**src/rtl/card_pkg.sv**
```systemverilog
// Shared rank/suit constants, search FSM encoding and rank-to-points mapping
// for the blackjack card source.
package card_pkg;

    localparam int NUM_RANKS = 13;
    localparam int SUITS     = 4;
    localparam int RANK_W    = 4;

    typedef enum logic {
        ST_IDLE   = 1'b0,
        ST_SEARCH = 1'b1
    } state_e;

    // Ace counts high here; soft-hand adjustment belongs to the hand scorer.
    function automatic logic [RANK_W-1:0] rank_to_points(input logic [RANK_W-1:0] rank);
        logic [RANK_W-1:0] pts;
        pts = rank;
        if (rank == 4'd1) begin
            pts = 4'd11;
        end else if (rank > 4'd10) begin
            pts = 4'd10;
        end
        return pts;
    endfunction

endpackage

```
**src/rtl/lfsr_core.sv**
```systemverilog
// Free-running Fibonacci LFSR with seed load and an all-zero lock-up guard.
// A zero seed (parameter or port) is replaced by 1.
module lfsr_core #(
    parameter int               W    = 8,
    parameter logic [W-1:0]     TAPS = 8'hB8,
    parameter logic [W-1:0]     SEED = 8'h01
) (
    input  logic         clk,
    input  logic         rst,
    input  logic         load,
    input  logic [W-1:0] load_val,
    output logic [W-1:0] q
);

    localparam logic [W-1:0] RESET_VAL = (SEED == '0) ? W'(1) : SEED;

    logic [W-1:0] q_q;
    logic [W-1:0] q_d;

    always_comb begin
        q_d = {q_q[W-2:0], ^(q_q & TAPS)};
        if (load) begin
            q_d = (load_val == '0) ? W'(1) : load_val;
        end else if (q_q == '0) begin
            q_d = W'(1);
        end
    end

    // NOTE: sequential state uses non-blocking assignments so every flop
    // samples the pre-edge values regardless of statement order.
    always_ff @(posedge clk or posedge rst) begin
        if (rst) begin
            q_q <= RESET_VAL;
        end else begin
            q_q <= q_d;
        end
    end

    assign q = q_q;

endmodule

```
**src/rtl/card_shoe_rng.sv**
```systemverilog
// Card source: rejection-samples the LFSR low nibble into ranks 1..13,
// drawing without replacement from a shoe of DECKS decks.
module card_shoe_rng
    import card_pkg::*;
#(
    parameter int                  LFSR_W = 8,
    parameter logic [LFSR_W-1:0]   TAPS   = 8'hB8,
    parameter logic [LFSR_W-1:0]   SEED   = 8'h01,
    parameter int                  DECKS  = 1
) (
    input  logic                            clk,
    input  logic                            rst,
    input  logic                            seed_load,
    input  logic [LFSR_W-1:0]               seed,
    input  logic                            shuffle,
    input  logic                            draw_req,
    output logic                            busy,
    output logic                            draw_valid,
    output logic [RANK_W-1:0]               card_rank,
    output logic [RANK_W-1:0]               card_points,
    output logic [$clog2(52*DECKS+1)-1:0]   cards_left,
    output logic                            shoe_empty
);

    localparam int CNT_W  = $clog2(SUITS*DECKS+1);
    localparam int LEFT_W = $clog2(52*DECKS+1);
    localparam logic [CNT_W-1:0]  FULL_CNT  = CNT_W'(SUITS*DECKS);
    localparam logic [LEFT_W-1:0] FULL_LEFT = LEFT_W'(52*DECKS);

    logic [LFSR_W-1:0] lfsr;
    logic              lfsr_hi_unused;
    logic [RANK_W-1:0] cand;
    logic              hit;

    state_e            state_q, state_d;
    logic [CNT_W-1:0]  count_q [1:NUM_RANKS];
    logic [CNT_W-1:0]  count_d [1:NUM_RANKS];
    logic [LEFT_W-1:0] cards_left_q, cards_left_d;
    logic [RANK_W-1:0] card_rank_q, card_rank_d;
    logic [RANK_W-1:0] card_points_q, card_points_d;
    logic              draw_valid_q, draw_valid_d;

    lfsr_core #(
        .W    (LFSR_W),
        .TAPS (TAPS),
        .SEED (SEED)
    ) u_lfsr (
        .clk      (clk),
        .rst      (rst),
        .load     (seed_load),
        .load_val (seed),
        .q        (lfsr)
    );

    // Only the low nibble forms the candidate; upper bits just widen the period.
    assign lfsr_hi_unused = ^(lfsr >> RANK_W);
    assign cand           = lfsr[RANK_W-1:0];

    // Candidates 0, 14 and 15 match no rank, so they are rejected here.
    always_comb begin
        hit = 1'b0;
        for (int r = 1; r <= NUM_RANKS; r++) begin
            if (cand == RANK_W'(r) && count_q[r] != '0) begin
                hit = 1'b1;
            end
        end
    end

    // NOTE: every combinational output gets a default first, so no path
    // through the block leaves a value unassigned and no latch is inferred.
    always_comb begin
        state_d       = state_q;
        count_d       = count_q;
        cards_left_d  = cards_left_q;
        card_rank_d   = card_rank_q;
        card_points_d = card_points_q;
        draw_valid_d  = 1'b0;

        if (shuffle) begin
            for (int r = 1; r <= NUM_RANKS; r++) begin
                count_d[r] = FULL_CNT;
            end
            cards_left_d = FULL_LEFT;
            state_d      = ST_IDLE;
        end else begin
            unique case (state_q)
                ST_IDLE: begin
                    if (draw_req && cards_left_q != '0) begin
                        state_d = ST_SEARCH;
                    end
                end
                ST_SEARCH: begin
                    if (hit) begin
                        for (int r = 1; r <= NUM_RANKS; r++) begin
                            if (cand == RANK_W'(r)) begin
                                count_d[r] = count_q[r] - CNT_W'(1);
                            end
                        end
                        cards_left_d  = cards_left_q - LEFT_W'(1);
                        card_rank_d   = cand;
                        card_points_d = rank_to_points(cand);
                        draw_valid_d  = 1'b1;
                        state_d       = ST_IDLE;
                    end
                end
                default: state_d = ST_IDLE;
            endcase
        end
    end

    // NOTE: the rank counters are architectural shoe state, so the whole
    // array is reset, unlike a data RAM whose contents may power up unknown.
    always_ff @(posedge clk or posedge rst) begin
        if (rst) begin
            state_q       <= ST_IDLE;
            for (int r = 1; r <= NUM_RANKS; r++) begin
                count_q[r] <= FULL_CNT;
            end
            cards_left_q  <= FULL_LEFT;
            card_rank_q   <= '0;
            card_points_q <= '0;
            draw_valid_q  <= 1'b0;
        end else begin
            state_q       <= state_d;
            count_q       <= count_d;
            cards_left_q  <= cards_left_d;
            card_rank_q   <= card_rank_d;
            card_points_q <= card_points_d;
            draw_valid_q  <= draw_valid_d;
        end
    end

    assign busy        = (state_q == ST_SEARCH);
    assign draw_valid  = draw_valid_q;
    assign card_rank   = card_rank_q;
    assign card_points = card_points_q;
    assign cards_left  = cards_left_q;
    assign shoe_empty  = (cards_left_q == '0);

endmodule

```
**config.mk**
```make
export PLATFORM = sky130hd
export DESIGN_NAME = card_shoe_rng
export DESIGN_NICKNAME = d
export VERILOG_FILES = /design/src/rtl/card_pkg.sv /design/src/rtl/lfsr_core.sv /design/src/rtl/card_shoe_rng.sv
export SDC_FILE = /design/constraint.sdc
export NUM_CORES = 1
export LEC_CHECK = 0
export CAP_MARGIN = 20
export CORE_MARGIN = 5
export CORE_UTILIZATION = 55
export DETAILED_ROUTE_END_ITERATION = 10
export PLACE_DENSITY_LB_ADDON = 0.08
export RECOVER_POWER = 25
export REMOVE_ABC_BUFFERS = 1
export SLEW_MARGIN = 25
export SYNTH_ARGS = -nofsm -noshare
export SYNTH_HDL_FRONTEND = slang
export SYNTH_SLANG_ARGS = --single-unit
```
**constraint.sdc**
```tcl
create_clock -name clk -period 3.3 [get_ports clk]
set_input_delay 0.99 -clock clk [delete_from_list [all_inputs] [get_ports clk]]
set_output_delay 0.99 -clock clk [all_outputs]
set_load 0.02 [all_outputs]
```
---- After elaboration in Yosys (flattened, before gate mapping) ----
Cells that the tools add are included.
cells by class
  order comparisons ....................... 1
  equal/unequal tests ..................... 13
  bitwise gates (word level) .............. 2
  multiplexer cells ....................... 44
  reductions and logical operators ........ 62
  $add $sub $neg .......................... 14
operators with widths
  cell                   count
  $mux W39               3
  $reduce_and A3 Y1      14
  $mux W3                13
  $reduce_bool A3 Y1     13
  $sub A3 B1 Y3 const B  13
  $reduce_bool A2 Y1     15
  $eq A4 B4 Y1 const B   6
  $mux W8                3
  $mux W1                19
  $mux W6                3
  $eq A4 B3 Y1 const B   4
  $logic_not A8 Y1       2
  $logic_and A1 B1 Y1    14
  $eq A4 B2 Y1 const B   2
  $mux W4                2
  $reduce_xor A8 Y1      1
  $logic_not A6 Y1       1
  $reduce_bool A6 Y1     1
  $sub A6 B1 Y6 const B  1
  $eq A4 B1 Y1 const B   1
  $gt A4 B4 Y1 const B   1
  $not A1 Y1             2
  $pmux W1 S2            1
  $reduce_and A2 Y1      1
word-level totals
  register bits ........................... 63
  output and inout bits ................... 17
  logic and storage cells ................. 155
  input bits .............................. 13

---- Logic depth before layout (Yosys ltp) ----
Gate-level depths: netlist (run 1).
  word-level depth ........................ 18
  depth in mapped cells ................... 9
  mapped depth without buffers ............ 8

---- Hierarchy ----
A second synthesis (run 1) with hierarchy kept.
unflattened totals
  cell total of the unflattened synthesis .. 399
  area, all modules ....................... 3961.3 um^2
modules (own cells, without submodules)
  module         cells each  instances  sequential area each (um^2)  area an instance (um^2)
  card_shoe_rng  369         1          1396.3                       3595.9
  lfsr_core      30          1          201.4                        365.4

---- Least setup slack after synthesis (run 1) ----
No wires, ideal clock.
  path type ............................... register -> output
  from .................................... register cards_left_q[3], in the netlist cards_left[3]
  to ...................................... output shoe_empty
  path buffers ............................ 0
  arrival time ............................ 1429 ps
  cell stages (with the launch flop) ...... 3
  data required time ...................... 2310 ps
  setup slack ............................. 881 ps
  cells stage by stage .................... dfrtp_1 > or3_1 > nor3b_1
on the way
  word-level cells in the longest chain between the ends .. 1
ends and longest elaborated chain
  item                    line                  source
  from (decl)             card_shoe_rng.sv:38   logic [LEFT_W-1:0] cards_left_q, cards_left_d;
  from (signal assigned)  card_shoe_rng.sv:126  cards_left_q <= cards_left_d;
  $logic_not A6 Y1        card_shoe_rng.sv:138  assign shoe_empty = (cards_left_q == '0);
  to (decl)               card_shoe_rng.sv:22   output logic shoe_empty
No other way between the ends.

---- Worst setup path after layout (run 1) ----
Same ends and word-level chain as after synthesis.

==> summary.txt, run 1 <==
Run status: finished, violations left
Violated checks: max-capacitance violations, max-slew violations
Clk_skew: 13.3 ps
Setup violations, final: 0
Leakage: 1.87 nW
Synth Register Bits: 63
Worst rel slew slack: -5.44%
Core area: 0.00679 mm2
# diodes: 0
DPL Wire Length: 5210 um
Post-DRT Antenna Nets: 0
Post-synthesis compound-gate area fraction: 14.9%
CTS tree: built
Post-CTS Hold Buffers: 0
Final Slew Violations: 64
Ys flop type: dfrtp_1
Tightest Pin Transition: 1580 ps
Hold Path Class: flop to flop
Starting Density: 56.4%
Post-synthesis cell type count: 55
Sequential share of the synthesized area: 41.7%
Required @ worst endpoint: 2310 ps
FP Rows: 30
GPL Wtd Cong: 0.765
Cell Chain, Critical Path: or3_1, nor3b_1, clkdlybuf4s50_1
Nets@finish: 446
Critical Path AT: 2020 ps
Vias in the first global route: 2747
DR iter-0 viols: 149
Startpoint types: flop
Synth Area per Inst: 10.1 um2
Gates resized, CTS repair: 0
Largest cells by area after synthesis: dfrtp_1 (30%), dfstp_2 (12%), ha_1 (9.5%), mux2_2 (7.6%), inv_1 (4.8%)
Die width: 93.5 um
I/O pin cnt: 30
Max Cap Viol: 1
Post-DR vias/cell: 5.39
Pwr Density: 500 mW/mm2
Initial antenna violation count: 0
Share of flip-flops with an asynchronous set or reset: 100%
Post-CTS Repair Setup Buffers: 0
Proportion of synthesized area in mux cells: 11.2%
Largest net degree at the start of global routing: 64
TritonRoute pass-1 iters: 6
Fmax achieved: 0.332 GHz
Vias: 2720
CP top delay family: buffers and inverters
Design Area, Final: 0.00437 mm2
FILL cells: 567
Simple-Gate Fraction of Synth Area: 14.7%
IO Port Bufs: 29
Util after Layout: 64.3%
WL/cell: 14.6 um
Total Power: 0.00218 W
Post-synthesis adder-cell area fraction: 9.47%
Slowest library cell on the worst path: clkdlybuf4s50_1
Synth Cell Area: 0.00383 mm2
Clk sink count: 63
WHS: 505 ps
Clk buf depth: 2
Total track usage: 18.8%
VDD IR max: 317 uV
Combinational family with the most area after synthesis: compound AO/OA/AOI/OAI gates
Die height: 93.5 um
Cell count after synthesis: 380
Synth top area share: 30.0%
CTS Buf Count: 9
CTS root buffer: clkbuf_8
Area delta synth->final: 13.9%
GRT overflow: 0
Synthesis Warnings: 0
RSZ-0062 raised after global routing: no
Placed cell area: 0.00418 mm2
Crit path time final: 3010 ps
TNS Setup: 0 ps
Clock-pin slew of the registers on the worst-case setup and hold paths: 70 ps
Post-route DRC violation count: 0
Share of cells above drive strength 1: 19.3%
CP endpoint kind: output port
Crit share post-route: 91.2%
First-pass GRT wire length: 12900 um
Synth area leader: dfrtp_1
Crit path kind: flop to output port
Post-Synth XOR/XNOR Area: 0.457%
Final hold violation count: 0
Count of flip-flops with a built-in enable after synthesis: 0
Die area: 0.00874 mm2
H-tree Lvls: 3
Skew-Pair Late Insertion Delay: 340 ps
Detailed Route WL: 7390 um
Worst path max stage delay: 650 ps
Peak fanout along the critical path: 5
CP Buf/Inv Count: 1
registers in the layout, summed over array words and instances (netlist names):
name	flops
busy	1
card_points	4
card_rank	4
cards_left	6
count_q	39
draw_valid	1
u_lfsr.q	8
layout by cell type, fill, tap and decap left out, types with 3 or more instances in the layout:
master           count
nor2b_1             10
clkdlybuf4s50_1     27
nand2_1              8
dfstp_2             17
inv_1               48
clkbuf_8            10
mux2i_1             12
nor3b_1              4
a311oi_1             5
o21ai_1              3
dfrtp_1             46
and2_1               3
a21oi_1             26
mux2_2              26
ha_1                29
or3_1                5
clkinv_2             3
buf_4                3
nand3_1              9
o21ai_0             17
o311ai_0             6
nor2_1              44
layer usage:
layer / global-route usage (%) / part of all wire, % / routed length, um / vias to the layer above
met2: 31.1 / 49 / 3590 / 25
li1: - / - / - / 1371
met4: 7.33 / 1.6 / 119 / 0
met3: 2.90 / 2.2 / 162 / 10
met1: 24.6 / 48 / 3520 / 1314
met5: 0 / 0 / 0 / -
power breakdown:
part / switching (W) / internal (W)
clock network: 0.000304 / 0.000365
registers: 0.0000816 / 0.000856
logic: 0.000320 / 0.000257
worst paths after layout:
path	cells past startpoint	to	start	slack, ps
setup / recovery	3	shoe_empty	cards_left[3]	290
hold / removal	1	u_lfsr.q[6]	u_lfsr.q[5]	500
setup reg to reg	5	count_q[15]	u_lfsr.q[3]	600
hold reg to reg	1	u_lfsr.q[6]	u_lfsr.q[5]	500
max in group asynchronous	3	cards_left[1]	rst	700
min in group asynchronous	3	u_lfsr.q[5]	rst	1630
cell type report:
cell class	count	area [um2]	area share, %
multi-input cells	247	1950	44.7
flip-flops and latches	63	1600	36.6
repair buffers	33	313	7.16
inverters	50	188	4.30
clock buffers	10	138	3.15
well taps	96	120	2.75
clock inverters	6	60.1	1.38
synth_stat cells, types with 5 or more instances:
master / n
clkbuf_1: 13
dfstp_2: 17
dfrtp_1: 46
a311oi_1: 5
mux2_2: 26
nor2b_1: 10
or3_1: 5
a21oi_1: 26
nand3_1: 9
o21ai_0: 17
ha_1: 29
o311ai_0: 6
inv_1: 49
mux2i_1: 12
nand2_1: 8
nor2_1: 44
cell families (layout without fill, tap and decap cells):
kind of cell               after synthesis  after routing
muxes                                   39             39
DFF                                     63             63
buffers and inverters                   70             99
and+or+nand+nor                        103            103
xor gates and xnor gates                 2              2
AOI/OAI and AO/OA                       74             74
adders and majority gates               29             29
per-stage QoR:
stage,setup slack (ps),instances
global placement,660,489
finish,290,505
CTS,254,505
detailed placement,547,489
floorplan,768,360
global route,150,505
Note: power is estimated with default switching activity, not from simulation.
==> run 2: changes to the inputs <==
--- a/config.mk
+++ b/config.mk
@@ -8,10 +8,12 @@
 export CAP_MARGIN = 20
 export CORE_MARGIN = 5
 export CORE_UTILIZATION = 55
+export CTS_CLUSTER_DIAMETER = 40
 export DETAILED_ROUTE_END_ITERATION = 10
 export PLACE_DENSITY_LB_ADDON = 0.08
 export RECOVER_POWER = 25
 export REMOVE_ABC_BUFFERS = 1
+export SETUP_SLACK_MARGIN = 0.4
 export SLEW_MARGIN = 25
 export SYNTH_ARGS = -nofsm -noshare
 export SYNTH_HDL_FRONTEND = slang
==> summary.txt, run 2 (synthesis gave the netlist of run 1 again) <==
VDD IR max: 317 uV (unchanged)
Vias in the first global route: 2747 (unchanged)
I/O pin cnt: 30 (unchanged)
Initial antenna violation count: 0 (unchanged)
Max Cap Viol: 1 (unchanged)
Start point of the critical path: cards_left[3] (unchanged)
Share of cells above drive strength 1: 19.3% (unchanged)
Multi-input logic area: 0.00195 mm2 (unchanged)
Final hold violation count: 0 (unchanged)
Slowest library cell on the worst path: dfrtp_1 (was clkdlybuf4s50_1)
Leakage: 1.87 nW (about the same)
Placed cell area: 0.00418 mm2 (unchanged)
Worst path max stage delay: 410 ps (was 650 ps)
Final Slew Violations: 64 (unchanged)
Skew-Pair Late Insertion Delay: 340 ps (about the same)
Crit path kind: flop to output port (unchanged)
RSZ-0062 raised after global routing: no (unchanged)
Fmax achieved: 0.368 GHz (was 0.332 GHz)
Cell Chain, Critical Path: or3_1, nor3b_1, dlygate4sd2_1 (was or3_1, nor3b_1, clkdlybuf4s50_1)
Peak fanout along the critical path: 5 (unchanged)
Post-DR vias/cell: 5.39 (unchanged)
Core area: 0.00679 mm2 (unchanged)
Post-CTS Repair Setup Buffers: 0 (unchanged)
Worst hold start: u_lfsr.q[5] (unchanged)
P_sw: 0.000706 W (about the same)
Starting Density: 56.4% (unchanged)
Post-route DRC violation count: 0 (unchanged)
FP Rows: 30 (unchanged)
GPL Wtd Cong: 0.765 (unchanged)
Tightest Pin Transition: 1580 ps (unchanged)
Int Power: 0.00148 W (unchanged)
Clock-pin slew of the registers on the worst-case setup and hold paths: 70 ps (about the same)
Largest net degree at the start of global routing: 64 (unchanged)
Crit path time final: 2710 ps (was 3010 ps)
Most common cell after layout, fill and taps aside: inv_1 (unchanged)
Hold Path Class: flop to flop (unchanged)
Pwr Density: 500 mW/mm2 (about the same)
Top reg by flops: count_q (unchanged)
Total track usage: 18.8% (unchanged)
DR iter-0 viols: 149 (unchanged)
Clock power frac: 30.7% (was 30.6%)
Share of power burned in registers: 42.9% (about the same)
CP endpoint kind: output port (unchanged)
Required @ worst endpoint: 2310 ps (about the same)
Post-DRT Antenna Nets: 0 (unchanged)
Vias: 2720 (unchanged)
Die height: 93.5 um (unchanged)
GRT overflow: 0 (unchanged)
Area delta synth->final: 13.9% (about the same)
Violated checks: max-capacitance violations, max-slew violations (unchanged)
Nets@finish: 446 (unchanged)
Pre-CTS WS: 547 ps (unchanged)
Startpoint types: flop (unchanged)
CTS root buffer: clkbuf_8 (unchanged)
WL/cell: 14.6 um (about the same)
Register area: 0.00160 mm2 (unchanged)
Critical Path AT: 1720 ps (was 2020 ps)
Final critical-path setup slack: 585 ps (was 290 ps)
Setup violations, final: 0 (unchanged)
Clk_skew: 13.3 ps (unchanged)
DPL Wire Length: 5210 um (unchanged)
Run status: finished, violations left (unchanged)
Design Area, Final: 0.00437 mm2 (about the same)
IO Port Bufs: 29 (unchanged)
Clk sink count: 63 (unchanged)
TNS Setup: 0 ps (unchanged)
FILL cells: 568 (was 567)
Detailed Route WL: 7390 um (about the same)
Largest register FFs: 39 (unchanged)
Highest-count cells in the layout ignoring fill and taps: inv_1 (48), dfrtp_1 (46), nor2_1 (44) (unchanged)
Comb pwr share: 26.4% (about the same)
Worst rel slew slack: -5.44% (unchanged)
Util after Layout: 64.3% (about the same)
Sw frac: 32.3% (about the same)
H-tree Lvls: 3 (unchanged)
First-pass GRT wire length: 12900 um (unchanged)
Post-CTS Hold Buffers: 0 (unchanged)
CTS Buf Count: 9 (unchanged)
Die width: 93.5 um (unchanged)
Worst reg2reg startpoint: u_lfsr.q[3] (unchanged)
TritonRoute pass-1 iters: 6 (unchanged)
Die area: 0.00874 mm2 (unchanged)
# diodes: 0 (unchanged)
Clk buf depth: 2 (unchanged)
CTS tree: built (unchanged)
Crit share post-route: 82.3% (was 91.2%)
run 2: changes by cell type in the layout (fill, tap and decap cells not counted), sizes merged:
| cell | delta |
|---|---|
| clkdlybuf4s50 | -1 |
| dlygate4sd2 | +1 |
run 2: layout make-up:
cell class | count | share of cell area, %
flip-flops and latches | 63 | 36.6
repair buffers | 33 | 7.14
inverters | 50 | 4.30
clock buffers | 10 | 3.15
multi-input cells | 247 | 44.7
well taps | 96 | 2.75
clock inverters | 6 | 1.38
run 2: stage by stage:
stage | std cells | power (W) | hold slack (ps)
after floorplan | 360 | 0.00130 | 466
after global placement | 489 | 0.00152 | 492
after detailed placement | 489 | 0.00153 | 493
after CTS | 505 | 0.00221 | 514
after global routing | 505 | 0.00231 | 540
final | 505 | 0.00218 | 505
run 2: critical path: cells and delay by family, from the launching register on:
family,cells,cell delay [ps]
AND/OR/NAND/NOR,2,620
flip-flops,1,410
buffers and inverters,1,370
run 2: final timing paths:
check / cells past startpoint / slack [ps] / end
max: 3 / 590 / shoe_empty
min: 1 / 500 / u_lfsr.q[6]
max reg2reg: 5 / 600 / count_q[15]
min reg2reg: 1 / 500 / u_lfsr.q[6]
max in group asynchronous: 3 / 700 / cards_left[1]
min in group asynchronous: 3 / 1630 / u_lfsr.q[5]
run 2: per-layer routing:
layer | part of all wire, % | track usage, % | up-vias
li1 | - | - | 1371
met1 | 48 | 24.6 | 1314
met3 | 2.2 | 2.90 | 10
met2 | 49 | 31.1 | 25
met5 | 0 | 0 | -
met4 | 1.6 | 7.33 | 0
run 2: power groups by stage:
stage / sequential [W] / combinational [W] / clock, W
floorplan: 0.00101 / 0.000289 / 0
global placement: 0.000948 / 0.000577 / 0
detailed placement: 0.000952 / 0.000583 / 0
CTS: 0.000939 / 0.000585 / 0.000689
global route: 0.000954 / 0.000631 / 0.000726
finish: 0.000938 / 0.000577 / 0.000670
run 2: repair_timing:
item | 4_1_cts | 5_1_grt
hold endpoints to repair | 0 | 0
endpoints found under the setup margin | 1 | 0
gates resized for setup | 1 | 0
==> run 3: changes to the inputs <==
--- a/config.mk
+++ b/config.mk
@@ -7,7 +7,7 @@
 export LEC_CHECK = 0
 export CAP_MARGIN = 20
 export CORE_MARGIN = 5
-export CORE_UTILIZATION = 55
+export CORE_UTILIZATION = 53
 export CTS_CLUSTER_DIAMETER = 40
 export DETAILED_ROUTE_END_ITERATION = 10
 export PLACE_DENSITY_LB_ADDON = 0.08
==> constraint.sdc (replaced) <==
create_clock -name clk -period 2.2 [get_ports clk]
set_input_delay 0.66 -clock clk [delete_from_list [all_inputs] [get_ports clk]]
set_output_delay 0.66 -clock clk [all_outputs]
set_load 0.02 [all_outputs]
==> summary.txt, run 3 (synthesis gave the netlist of run 1 again) <==
Leakage: 2.37 nW (was 1.87 nW)
Nets@finish: 529 (was 446)
Crit path time final: 2430 ps
Critical Path AT: 2710 ps (was 1720 ps)
Placed Instances: 554 (was 489)
Post-DRT Antenna Nets: 0 (unchanged)
Max Cap Viol: 0 (was 1)
Largest register FFs: 39 (unchanged)
Highest-count cells in the layout ignoring fill and taps: buf_4 (70), dfrtp_1 (46), nor2_1 (43) (was inv_1 (48), dfrtp_1 (46), nor2_1 (44))
Post-DR vias/cell: 5.41 (was 5.39)
DPL Wire Length: 5720 um (was 5210 um)
VDD IR max: 424 uV (was 317 uV)
Tightest Pin Transition: 886 ps (was 1580 ps)
Die width: 95.0 um (was 93.5 um)
Startpoint types: flop (unchanged)
Vias: 3191 (was 2720)
Final hold violation count: 0 (unchanged)
RSZ-0062 raised after global routing: yes (was no)
R2r endpoint: count_q[34] (was count_q[15])
Clk_skew: 11.6 ps (was 13.3 ps)
Reg2Reg Depth: 11 (was 5)
Final Non-Filler Cells: 590 (was 505)
FILL cells: 481 (was 568)
CP endpoint kind: flop (was output port)
Crit path kind: flop to flop (was flop to output port)
P_sw: 0.00124 W (was 0.000706 W)
TritonRoute pass-1 iters: 4 (was 6)
Die area: 0.00903 mm2 (was 0.00874 mm2)
Worst hold start: card_rank[2] (was u_lfsr.q[5])
Share of power burned in registers: 36.6% (was 42.9%)
Fmax achieved: 0.411 GHz
Post-CTS Hold Buffers: 0 (unchanged)
Share of cells above drive strength 1: 48.1% (was 19.3%)
FP Rows: 31 (was 30)
Area delta synth->final: 43.5% (was 13.9%)
Clk sink count: 63 (unchanged)
Total Power: 0.00370 W (was 0.00218 W)
Util after Layout: 77.1% (was 64.3%)
Final Slew Violations: 0 (was 64)
Comb pwr share: 35.4% (was 26.4%)
GRT overflow: 0 (unchanged)
IO Port Bufs: 29 (unchanged)
Clock power frac: 28.0% (was 30.7%)
Top reg by flops: count_q (unchanged)
Die height: 95.0 um (was 93.5 um)
Largest net degree at the start of global routing: 64 (unchanged)
CTS Buf Count: 9 (unchanged)
Required @ worst endpoint: 2470 ps (was 2310 ps)
Total track usage: 20.7% (was 18.8%)
Post-route DRC violation count: 0 (unchanged)
CTS root buffer: clkbuf_8 (unchanged)
DR iter-0 viols: 183 (was 149)
Clk buf depth: 2 (unchanged)
Peak fanout along the critical path: 6 (was 5)
I/O pin cnt: 30 (unchanged)
Hold Path Class: flop to flop (unchanged)
Int Power: 0.00246 W (was 0.00148 W)
Skew-Pair Late Insertion Delay: 350 ps (was 340 ps)
TNS Setup: -5110 ps (was 0 ps)
First-pass GRT wire length: 14600 um (was 12900 um)
Most common cell after layout, fill and taps aside: buf_4 (was inv_1)
# diodes: 0 (unchanged)
Core area: 0.00714 mm2 (was 0.00679 mm2)
Final critical-path setup slack: -233 ps (was 585 ps)
Worst reg2reg startpoint: count_q[30] (was u_lfsr.q[3])
GPL Wtd Cong: 0.853 (was 0.765)
H-tree Lvls: 3 (unchanged)
Crit share post-route: 111%
Vias in the first global route: 3177 (was 2747)
Initial antenna violation count: 0 (unchanged)
WHS Path Cells: 1 (unchanged)
Detailed Route WL: 9690 um (was 7390 um)
Violated checks: negative setup slack (was max-capacitance violations, max-slew violations)
Clock-pin slew of the registers on the worst-case setup and hold paths: 70 ps (about the same)
Pwr Density: 673 mW/mm2 (was 500 mW/mm2)
CTS tree: built (unchanged)
Sw frac: 33.6% (was 32.3%)
Setup violations, final: 47 (was 0)
WHS Endpoint: card_rank[2] (was u_lfsr.q[6])
Reg2reg setup slack: -230 ps (was 600 ps)
WL/cell: 16.4 um (was 14.6 um)
Starting Density: 53.7% (was 56.4%)
Worst rel slew slack: 40.9% (was -5.44%)
Run status: finished, violations left (unchanged)
[run 3: what timing repair did]
item	in CTS	in global routing
pin swaps	27	22
setup endpoints to repair	72	62
setup buffers	8	12
gates resized for setup	108	70
endpoints found under the hold margin	0	0
gates cloned	1	0
[run 3: worst max path at each step]
stage | from | cells after the start | to
detailed placement | count_q[36] | 7 | count_q[16]
global route | count_q[32] | 8 | count_q[17]
floorplan | u_lfsr.q[3] | 5 | count_q[15]
finish | count_q[30] | 11 | count_q[34]
global placement | count_q[38] | 6 | count_q[16]
CTS | count_q[30] | 8 | count_q[15]
[run 3: power by group through the flow]
stage / Sequential (W) / Clock, W / Combinational (W)
global route: 0.00137 / 0.00111 / 0.00140
floorplan: 0.00152 / 0 / 0.000433
detailed placement: 0.00138 / 0 / 0.00109
global placement: 0.00137 / 0 / 0.00107
finish: 0.00136 / 0.00104 / 0.00131
CTS: 0.00135 / 0.00104 / 0.00116
[run 3: critical path: stages, from the launching register on]
cell      delay, ps
dfrtp_1         360
inv_1            60
ha_2            180
ha_4            150
mux2_4          280
o32ai_4         330
buf_4           180
buf_6           110
o311ai_4         90
buf_6           170
or3_4           320
a21oi_2         120
[run 3: per-layer routing]
metal / GRT usage (%) / wire, um
met1: 26.7 / 4160
met2: 34.8 / 4990
met3: 2.92 / 319
met4: 9.01 / 219
met5: 0 / 0
[run 3: through the flow]
stage	setup slack, ps	hold slack, ps	cell area (um2)
6_report	-233	502	5500
5_1_grt	-320	531	5500
4_1_cts	-146	510	5140
3_5_place_dp	-226	497	4650
3_3_place_gp	-165	490	4650
2_1_floorplan	-183	466	3730
[run 3: final cells by class]
type | count | area, um2 | area share (%)
clock inverter | 3 | 42.5 | 0.773
timing repair buffer | 116 | 976 | 17.7
tap | 99 | 124 | 2.25
multi-input combinational | 247 | 2420 | 43.9
clock buffer | 12 | 155 | 2.82
sequential | 63 | 1600 | 29.0
inverter | 50 | 188 | 3.41
